File: src/rtl/elevator_pkg.sv
// Shared definitions for the elevator subsystem.
//   state_t : car-level controller states (IDLE, UP, DOWN, DOOR)
//   dir_t   : scan direction encoding, DIR_UP drives dir_up high
package elevator_pkg;

  typedef enum logic [1:0] {
    ST_IDLE = 2'd0,
    ST_UP   = 2'd1,
    ST_DOWN = 2'd2,
    ST_DOOR = 2'd3
  } state_t;

  typedef enum logic {
    DIR_DOWN = 1'b0,
    DIR_UP   = 1'b1
  } dir_t;

endpackage : elevator_pkg

File: src/rtl/elevator_req_scan.sv
// Combinational request scanner.
// Reports whether any pending request lies strictly above or strictly below
// a given floor, by masking the pending bitmap with per-floor compare masks.
//   pending_i : outstanding request bitmap, one bit per floor
//   floor_i   : reference floor
//   above_o   : some pending bit at an index greater than floor_i
//   below_o   : some pending bit at an index less than floor_i
module elevator_req_scan #(
  parameter int NUM_FLOORS = 8,
  localparam int FLOOR_W = $clog2(NUM_FLOORS)
) (
  input  logic [NUM_FLOORS-1:0] pending_i,
  input  logic [FLOOR_W-1:0]    floor_i,
  output logic                  above_o,
  output logic                  below_o
);

  logic [NUM_FLOORS-1:0] above_mask;
  logic [NUM_FLOORS-1:0] below_mask;

  always_comb begin
    // NOTE: every combinational output gets a default before any branch, so no latch is inferred.
    above_mask = '0;
    below_mask = '0;
    for (int i = 0; i < NUM_FLOORS; i++) begin
      above_mask[i] = (i > int'(floor_i));
      below_mask[i] = (i < int'(floor_i));
    end
  end

  assign above_o = |(pending_i & above_mask);
  assign below_o = |(pending_i & below_mask);

endmodule : elevator_req_scan

File: src/rtl/elevator_scan_ctrl.sv
// Car-level elevator controller with SCAN scheduling.
// Requests are latched into a pending bitmap; the car keeps moving in its
// current direction while requests remain ahead, then reverses. Each floor
// of travel takes TRAVEL_CYCLES cycles; each stop holds the door open for
// DOOR_CYCLES cycles, restarted by a request for the current floor.
//   clk, rst   : rising-edge clock, asynchronous active-high reset
//   req_valid  : request strobe, sampled every rising edge
//   req_floor  : requested floor, ignored when out of range
//   cur_floor  : floor the car is at or last passed
//   dir_up     : scan direction (1 = up)
//   moving     : car travelling (UP/DOWN)
//   door_open  : door open (DOOR)
//   arrive     : one-cycle pulse in the first door-open cycle of each stop
//   pending    : outstanding request bitmap
module elevator_scan_ctrl
  import elevator_pkg::*;
#(
  parameter int NUM_FLOORS    = 8,
  parameter int TRAVEL_CYCLES = 4,
  parameter int DOOR_CYCLES   = 8,
  localparam int FLOOR_W = $clog2(NUM_FLOORS)
) (
  input  logic                  clk,
  input  logic                  rst,
  input  logic                  req_valid,
  input  logic [FLOOR_W-1:0]    req_floor,
  output logic [FLOOR_W-1:0]    cur_floor,
  output logic                  dir_up,
  output logic                  moving,
  output logic                  door_open,
  output logic                  arrive,
  output logic [NUM_FLOORS-1:0] pending
);

  localparam int TRAVEL_W = (TRAVEL_CYCLES > 1) ? $clog2(TRAVEL_CYCLES) : 1;
  localparam int DOOR_W   = (DOOR_CYCLES > 1) ? $clog2(DOOR_CYCLES) : 1;
  localparam logic [TRAVEL_W-1:0] TRAVEL_LAST = TRAVEL_W'(TRAVEL_CYCLES - 1);
  localparam logic [DOOR_W-1:0]   DOOR_LAST   = DOOR_W'(DOOR_CYCLES - 1);

  state_t                state_q, state_d;
  dir_t                  dir_q, dir_d;
  logic [FLOOR_W-1:0]    floor_q, floor_d;
  logic [TRAVEL_W-1:0]   travel_q, travel_d;
  logic [DOOR_W-1:0]     door_q, door_d;
  logic [NUM_FLOORS-1:0] pending_q, pending_d;
  logic                  moving_q, door_open_q, arrive_q;

  logic [NUM_FLOORS-1:0] set_vec, clr_vec;
  logic [FLOOR_W-1:0]    next_floor;
  logic                  req_ok, req_cur_door;
  logic                  hit_cur, hit_next, going_up;
  logic                  above_cur, below_cur, above_nxt, below_nxt;

  // One-hot bit for a floor index; loop compare keeps every index in range
  // even when NUM_FLOORS is not a power of two.
  function automatic logic [NUM_FLOORS-1:0] floor_bit(input logic [FLOOR_W-1:0] f);
    logic [NUM_FLOORS-1:0] v;
    v = '0;
    for (int i = 0; i < NUM_FLOORS; i++) begin
      if (int'(f) == i) v[i] = 1'b1;
    end
    return v;
  endfunction

  // Floor the car reaches when the current travel leg completes.
  always_comb begin
    next_floor = floor_q;
    if (state_q == ST_UP)   next_floor = floor_q + FLOOR_W'(1);
    if (state_q == ST_DOWN) next_floor = floor_q - FLOOR_W'(1);
  end

  elevator_req_scan #(.NUM_FLOORS(NUM_FLOORS)) u_scan_cur (
    .pending_i (pending_q),
    .floor_i   (floor_q),
    .above_o   (above_cur),
    .below_o   (below_cur)
  );

  elevator_req_scan #(.NUM_FLOORS(NUM_FLOORS)) u_scan_nxt (
    .pending_i (pending_q),
    .floor_i   (next_floor),
    .above_o   (above_nxt),
    .below_o   (below_nxt)
  );

  assign req_ok       = req_valid && (int'(req_floor) < NUM_FLOORS);
  // A request for the open-door floor extends the stop instead of queuing.
  assign req_cur_door = req_ok && (state_q == ST_DOOR) && (req_floor == floor_q);
  assign set_vec      = (req_ok && !req_cur_door) ? floor_bit(req_floor) : '0;
  assign hit_cur      = |(pending_q & floor_bit(floor_q));
  // A request landing on the arrival edge still stops the car there.
  assign hit_next     = (|(pending_q & floor_bit(next_floor)))
                        || (req_ok && (req_floor == next_floor));
  assign going_up     = (state_q == ST_UP);

  always_comb begin
    state_d  = state_q;
    dir_d    = dir_q;
    floor_d  = floor_q;
    travel_d = travel_q;
    door_d   = door_q;
    clr_vec  = '0;

    unique case (state_q)
      ST_IDLE: begin
        travel_d = '0;
        door_d   = '0;
        if (hit_cur) begin
          state_d = ST_DOOR;
          clr_vec = floor_bit(floor_q);
        end else if (above_cur) begin
          state_d = ST_UP;
          dir_d   = DIR_UP;
        end else if (below_cur) begin
          state_d = ST_DOWN;
          dir_d   = DIR_DOWN;
        end
      end

      ST_UP, ST_DOWN: begin
        if (travel_q == TRAVEL_LAST) begin
          travel_d = '0;
          floor_d  = next_floor;
          if (hit_next) begin
            state_d = ST_DOOR;
            door_d  = '0;
            clr_vec = floor_bit(next_floor);
          end else if (going_up ? above_nxt : below_nxt) begin
            state_d = state_q;
          end else if (going_up ? below_nxt : above_nxt) begin
            state_d = going_up ? ST_DOWN : ST_UP;
            dir_d   = going_up ? DIR_DOWN : DIR_UP;
          end else begin
            state_d = ST_IDLE;
          end
        end else begin
          travel_d = travel_q + TRAVEL_W'(1);
        end
      end

      ST_DOOR: begin
        if (req_cur_door) begin
          door_d = '0;
        end else if (door_q == DOOR_LAST) begin
          door_d   = '0;
          travel_d = '0;
          // Keep the current scan direction when it still has work.
          if ((dir_q == DIR_UP) ? above_cur : below_cur) begin
            state_d = (dir_q == DIR_UP) ? ST_UP : ST_DOWN;
          end else if ((dir_q == DIR_UP) ? below_cur : above_cur) begin
            state_d = (dir_q == DIR_UP) ? ST_DOWN : ST_UP;
            dir_d   = (dir_q == DIR_UP) ? DIR_DOWN : DIR_UP;
          end else begin
            state_d = ST_IDLE;
          end
        end else begin
          door_d = door_q + DOOR_W'(1);
        end
      end

      default: state_d = ST_IDLE;
    endcase
  end

  // Clear wins over a same-edge set of the same bit.
  assign pending_d = (pending_q | set_vec) & ~clr_vec;

  always_ff @(posedge clk or posedge rst) begin
    if (rst) begin
      state_q     <= ST_IDLE;
      dir_q       <= DIR_UP;
      floor_q     <= '0;
      travel_q    <= '0;
      door_q      <= '0;
      pending_q   <= '0;
      moving_q    <= 1'b0;
      door_open_q <= 1'b0;
      arrive_q    <= 1'b0;
    end else begin
      // NOTE: state registers use non-blocking assignment so every flop samples pre-edge values.
      state_q     <= state_d;
      dir_q       <= dir_d;
      floor_q     <= floor_d;
      travel_q    <= travel_d;
      door_q      <= door_d;
      pending_q   <= pending_d;
      moving_q    <= (state_d == ST_UP) || (state_d == ST_DOWN);
      door_open_q <= (state_d == ST_DOOR);
      arrive_q    <= (state_d == ST_DOOR) && (state_q != ST_DOOR);
    end
  end

  assign cur_floor = floor_q;
  assign dir_up    = (dir_q == DIR_UP);
  assign moving    = moving_q;
  assign door_open = door_open_q;
  assign arrive    = arrive_q;
  assign pending   = pending_q;

endmodule : elevator_scan_ctrl

File: config.mk
export PLATFORM = sky130hd
export DESIGN_NAME = elevator_scan_ctrl
export DESIGN_NICKNAME = d
export VERILOG_FILES = /design/src/rtl/elevator_pkg.sv /design/src/rtl/elevator_req_scan.sv /design/src/rtl/elevator_scan_ctrl.sv
export SDC_FILE = /design/constraint.sdc
export NUM_CORES = 1
export LEC_CHECK = 0
export ABC_AREA = 1
export CAP_MARGIN = 10
export CORE_MARGIN = 2
export CORE_UTILIZATION = 50
export CTS_CLUSTER_DIAMETER = 120
export DETAILED_ROUTE_END_ITERATION = 12
export PLACE_DENSITY_LB_ADDON = 0.2
export SLEW_MARGIN = 20
export SYNTH_ARGS = -nofsm -noshare
export SYNTH_HDL_FRONTEND = slang
export SYNTH_SLANG_ARGS = --single-unit
File: constraint.sdc
create_clock -name clk -period 3.5 [get_ports clk]
set_clock_uncertainty 0.2 [all_clocks]
set_input_delay 0.7 -clock clk [delete_from_list [all_inputs] [get_ports clk]]
set_output_delay 0.7 -clock clk [all_outputs]
set_load 0.005 [all_outputs]
==> results of run 1 <==
## cells in the final DEF (no fill, tap or decap), types with 3 or more instances in the layout
cell / netlist / layout
a21boi_1: 8 / 8
a21oi_1: 15 / 15
buf_4: 1 / 3
clkbuf_8: 0 / 3
clkdlybuf4s50_1: 0 / 20
dfrtp_1: 21 / 21
ha_1: 18 / 18
inv_1: 38 / 38
inv_2: 4 / 4
nand2_1: 90 / 90
nand2_2: 7 / 7
nand3_1: 26 / 26
nand4_1: 10 / 10
nor2_1: 20 / 20
nor2_2: 4 / 4
nor3_1: 5 / 5
o21ai_0: 18 / 18
o41ai_1: 8 / 8
xor2_1: 4 / 4
## how the worst max path moves through the flow
stage	start	endpoint	depth (start not counted)
global placement	req_floor[1]	arrive	14
detailed placement	req_floor[1]	arrive	14
finish	cur_floor[1]	arrive	19
global route	cur_floor[1]	arrive	17
floorplan	cur_floor[0]	moving	19
CTS	cur_floor[1]	arrive	19
## flip-flops by register name (all words and copies together), names as in the netlist
name and cells:
arrive 1, cur_floor 3, dir_up 1, door_open 1, door_q 3, moving 1, pending 8, state_q 2
travel_q 2
## worst max-delay path, delay by kind of cell, from the launching register on
| kind | cells | cell delay (ns) |
|---|---|---|
| buffers and inverters | 1 | 0.05 |
| DFF | 1 | 0.62 |
| AOI/OAI and AO/OA | 1 | 0.08 |
| and+or+nand+nor | 14 | 1.32 |
| adders and majority gates | 3 | 0.73 |
## metrics by stage
stage | instance area (µm²) | util | hold slack [ns] | std cells
2_1_floorplan | 2197 | - | 0.2570 | 326
3_5_place_dp | 2452 | 0.5711 | 0.2802 | 396
3_3_place_gp | 2452 | 0.5711 | 0.2761 | 396
4_1_cts | 2524 | 0.5877 | 0.2932 | 400
5_1_grt | 2524 | 0.5877 | 0.3220 | 400
6_report | 2524 | 0.5877 | 0.2924 | 400
## metal layers
| metal | global-route usage | share of wire | vias up |
|---|---|---|---|
| met5 | 0 | 0 | - |
| met4 | 0.09188 | 0.034 | 0 |
| met3 | 0.03608 | 0.069 | 23 |
| met2 | 0.4140 | 0.46 | 120 |
| met1 | 0.3318 | 0.44 | 1043 |
| li1 | - | - | 1131 |
## area by class of cell
cell class	count	area, µm²
clock buffer	3	41.29
clock inverter	1	30.03
fill	398	1770
inverter	43	163.9
multi-input combinational	256	1449
sequential	22	551.8
tap	52	65.06
timing repair buffer	23	222.7
## cells by family after synthesis
group	count (synthesis)
AND/OR/NAND/NOR	170
AO/OA/AOI/OAI	64
buffers and inverters	48
flip-flops	22
adder cells (fa/ha/maj)	18
XOR/XNOR	4
==> metrics, run 1 <==
Worst setup EP type flip-flop; total nets after synthesis 350; drc violations 0; Post-CTS Hold Fix Bufs 0; period utilization 0.8892; RSZ-0062 raised after global routing no; CP dominant cell by count nand2_1; Netlist cell types 40; mapped cell area 2197 µm²; Die Y 70.29 µm; syn_area_per_cell 6.740 µm²; antenna violations before repair 0; Initial DRC Count 265; Fin Setup TNS 0 ns; Synth Register Bits 22; Via density 5.793; max_slew headroom 0.4360; main combinational cell family by area after synthesis simple AND/OR/NAND/NOR gates; RR Endpoint arrive; Post-Synthesis Cells 326; DRT antenna net count 0; H-tree depth 1; Synth Warn # 0; Die X 70.29 µm; Startpoint Class flip-flop; arrival time at the worst endpoint 3.07 ns; mux cell area share after synthesis 0; share of cells above drive strength 1 0.09483; post-CTS resize count 0; Post-synth ARST share 1.000; Commonest cells post-synth nand2_1 (90), inv_1 (38), nand3_1 (26); GRT Residual Overflow 0; number of global-route vias before repair 2069; I/O Buffers 20; Max Root-Sink Buffers 2; synth-to-layout area growth 14.86%; xor/xnor share of the synthesized area 0.01595; ys flop type dfrtp_1; hold path cells 2; minimum clock period 3.112 ns; Core ar. 4294 µm²; DP HPWL 4658 µm; first-pass GRT wire length 9942 µm; Worst-Margin Slew 0.8450 ns; Max-Cap Viols 0; top post-synthesis cells by area dfrtp_1 (24%), nand2_1 (15%), ha_1 (10%), inv_1 (6.5%), nand3_1 (5.9%); Compound-Gate Fraction of Synth Area 0.1896; critical-path cell with the highest stage delay dfrtp_1; Std-Cell Rows 24; hold endpoint dir_up; worst-skew pair later-pin latency 0.27 ns; GPL Wtd Cong 0.9448; flop2flop setup slack 0.39 ns; largest net degree at the start of global routing 23; Min-Delay Path Class flip-flop to flip-flop; Slew Viols, Final 0; clock sinks 22; Req. time, crit path 3.45 ns; sequential share of the synthesized area 0.2511; First-pass DRT Iterations 7; Final WS setup 0.3879 ns; total global-route track usage 0.2508; via count 2317; final-report setup violation count 0; dominant cell type by area after synthesis dfrtp_1; top-area cell type share of the netlist area 0.2392; Simple-Gate Fraction of Synth Area 0.3514; Root Buffer clkbuf_8; Fin. Hold Viols 0; top-count cell post-synth nand2_1; Worst Path Max Fanout 13; Hold Crit Start dir_up; post-CTS setup buffer count 0; total CTS buffers 3; R2R depth 19; Reg-to-Reg Start cur_floor[1]; Post-synth EDFFs 0; setup slack at placement 0.1991 ns; Routed WL 5962 µm; worst stage delay on the critical path 0.62 ns; Synth Area in Adders 0.1025; Fmax 321.3 MHz; status finished, final reports clean; I/O pins 21; crit path cell chain ha_1 -> ha_1 -> nand2_1 -> nand3_1 -> nand2_1 -> nor2_1 -> nand2_1 -> o21ai_0 -> nor2_1 -> nand2_2 -> nor2_4 -> nand3_1 -> nand2_1 -> nand2_1 -> nand2_1 -> nand2_1 -> ha_1 -> inv_1 -> nor2_1; drt wl/cell 14.91 µm; die area 4941 µm²; Nets 373; Clk pin slew, worst setup/hold paths 0.08 ns; worst setup path class flip-flop to flip-flop; TritonCTS clock tree built; diodes inserted 0; Initial Util 0.5117
Power of run 1 is not shown: default switching activity piles up to over one toggle a cycle in this logic, so the estimate is an artifact.
==> run 2, diff against run 1 <==
Settings changed: CORE_MARGIN 2 to 4.
==> metrics, run 2 (same netlist as run 1, synthesis figures left out) <==
status finished, final reports clean; share of cells above drive strength 1 0.1003; die area 5519 µm²; via count 2255; total global-route track usage 0.2317; R2R depth 20; Slew Viols, Final 0; GRT Residual Overflow 0; worst-skew pair later-pin latency 0.27 ns; largest net degree at the start of global routing 23; total CTS buffers 3; critical-path cell with the highest stage delay dfrtp_2; most common cell after layout, fill and taps aside nand2_1; post-CTS setup buffer count 0; Die X 74.29 µm; Worst setup EP type flip-flop; minimum clock period 3.095 ns; I/O Buffers 20; I/O pins 21; drt wl/cell 15.16 µm; Core ar. 4115 µm²; arrival time at the worst endpoint 3.05 ns; first-pass GRT wire length 9860 µm; CP dominant cell by count nand2_1; post-placement cell count 395; worst stage delay on the critical path 0.47 ns; post-route insts no fill 399; period utilization 0.8843; Root Buffer clkbuf_8; post-CTS resize count 0; max FFs per register 8; synth-to-layout area growth 15.15%; number of global-route vias before repair 2078; Buffers & Inverters on Critical Path 3; diodes inserted 0; Via density 5.652; crit path cell chain inv_1 -> ha_1 -> inv_2 -> nand3_2 -> nand2_2 -> nand2_1 -> nor2_1 -> nand2_1 -> o21ai_0 -> nor2_1 -> nand2_2 -> nor2_4 -> nand3_1 -> nand2_1 -> nand2_1 -> nand2_1 -> nand2_1 -> ha_1 -> inv_1 -> nor2_1; Initial Util 0.5339; Post-CTS Hold Fix Bufs 0; Routed WL 6050 µm; Nets 374; drc violations 0; hold path cells 2; max_slew headroom 0.4342; Worst Path Max Fanout 14; worst setup path class flip-flop to flip-flop; final core occ 0.6148; Fmax 323.1 MHz; TritonCTS clock tree built; Max Root-Sink Buffers 2; RSZ-0062 raised after global routing no; commonest cells after routing, fill and taps aside nand2_1 (90), inv_1 (38), nand3_1 (26); Std-Cell Rows 23; clock sinks 22; GPL Wtd Cong 0.9139; Req. time, crit path 3.45 ns; DRT antenna net count 0; Max-Cap Viols 0; Initial DRC Count 239; antenna violations before repair 0; Min-Delay Path Class flip-flop to flip-flop; Startpoint Class flip-flop; DP HPWL 4761 µm; final-report setup violation count 0; Levels on crit path 20; Fin Setup TNS 0 ns; kind of cell adding the most delay to the critical path simple AND/OR/NAND/NOR gates; Clk pin slew, worst setup/hold paths 0.08 ns; Die Y 74.29 µm; Worst-Margin Slew 0.8478 ns; H-tree depth 1; Fin. Hold Viols 0; First-pass DRT Iterations 5
## run 2: cell count changes in the layout (fill, tap and decap cells not counted), sizes merged
cell | previous run | this run
buf | 3 | 4
## run 2: path summary, 6_finish.rpt
check | from | endpoint | slack [ns]
min in group asynchronous | rst | pending[0] | 0.70
setup / recovery | state_q[0] | arrive | 0.41
setup reg to reg | state_q[0] | arrive | 0.41
max in group asynchronous | rst | state_q[0] | 1.82
hold reg to reg | dir_up | dir_up | 0.29
hold / removal | dir_up | dir_up | 0.29
## run 2: final cells by class
cell class | instances | area (µm²)
inverter | 43 | 163.9
fill | 384 | 1585
multi-input combinational | 256 | 1449
sequential | 22 | 553.0
clock buffer | 3 | 41.29
tap | 50 | 62.56
clock inverter | 1 | 30.03
timing repair buffer | 24 | 230.2
## run 2: worst min-delay path: cells and delay by family (launching register included)
family	cells	cell delay (ns)
AND/OR/NAND/NOR	2	0.10
flip-flops	1	0.40
## run 2: routing by layer
metal  GRT usage  wire length (µm)  vias to the layer above
met3     0.03243               404                       12
li1            -                 -                     1129
met1      0.3109              2608                     1024
met4     0.08696               112                        0
met5           0                 0                        -
met2      0.3799              2925                       90
## run 2: per-stage QoR
stage | area (µm²) | worst slack [ns] | hold WS (ns)
final | 2530 | 0.4051 | 0.2944
after global routing | 2530 | 0.04775 | 0.3249
after CTS | 2529 | 0.3756 | 0.2970
after detailed placement | 2457 | 0.2985 | 0.2816
after global placement | 2457 | 0.3821 | 0.2743
after floorplan | 2197 | 0.8040 | 0.2570
Power of run 2 is left out for the same reason.
==> run 3, diff against run 2 <==
Settings changed: SLEW_MARGIN 20 to not set.
==> results of run 3 <==
The final DEF is identical to that of run 2; final timing and power are the same.
Power of run 3 is left out for the same reason.
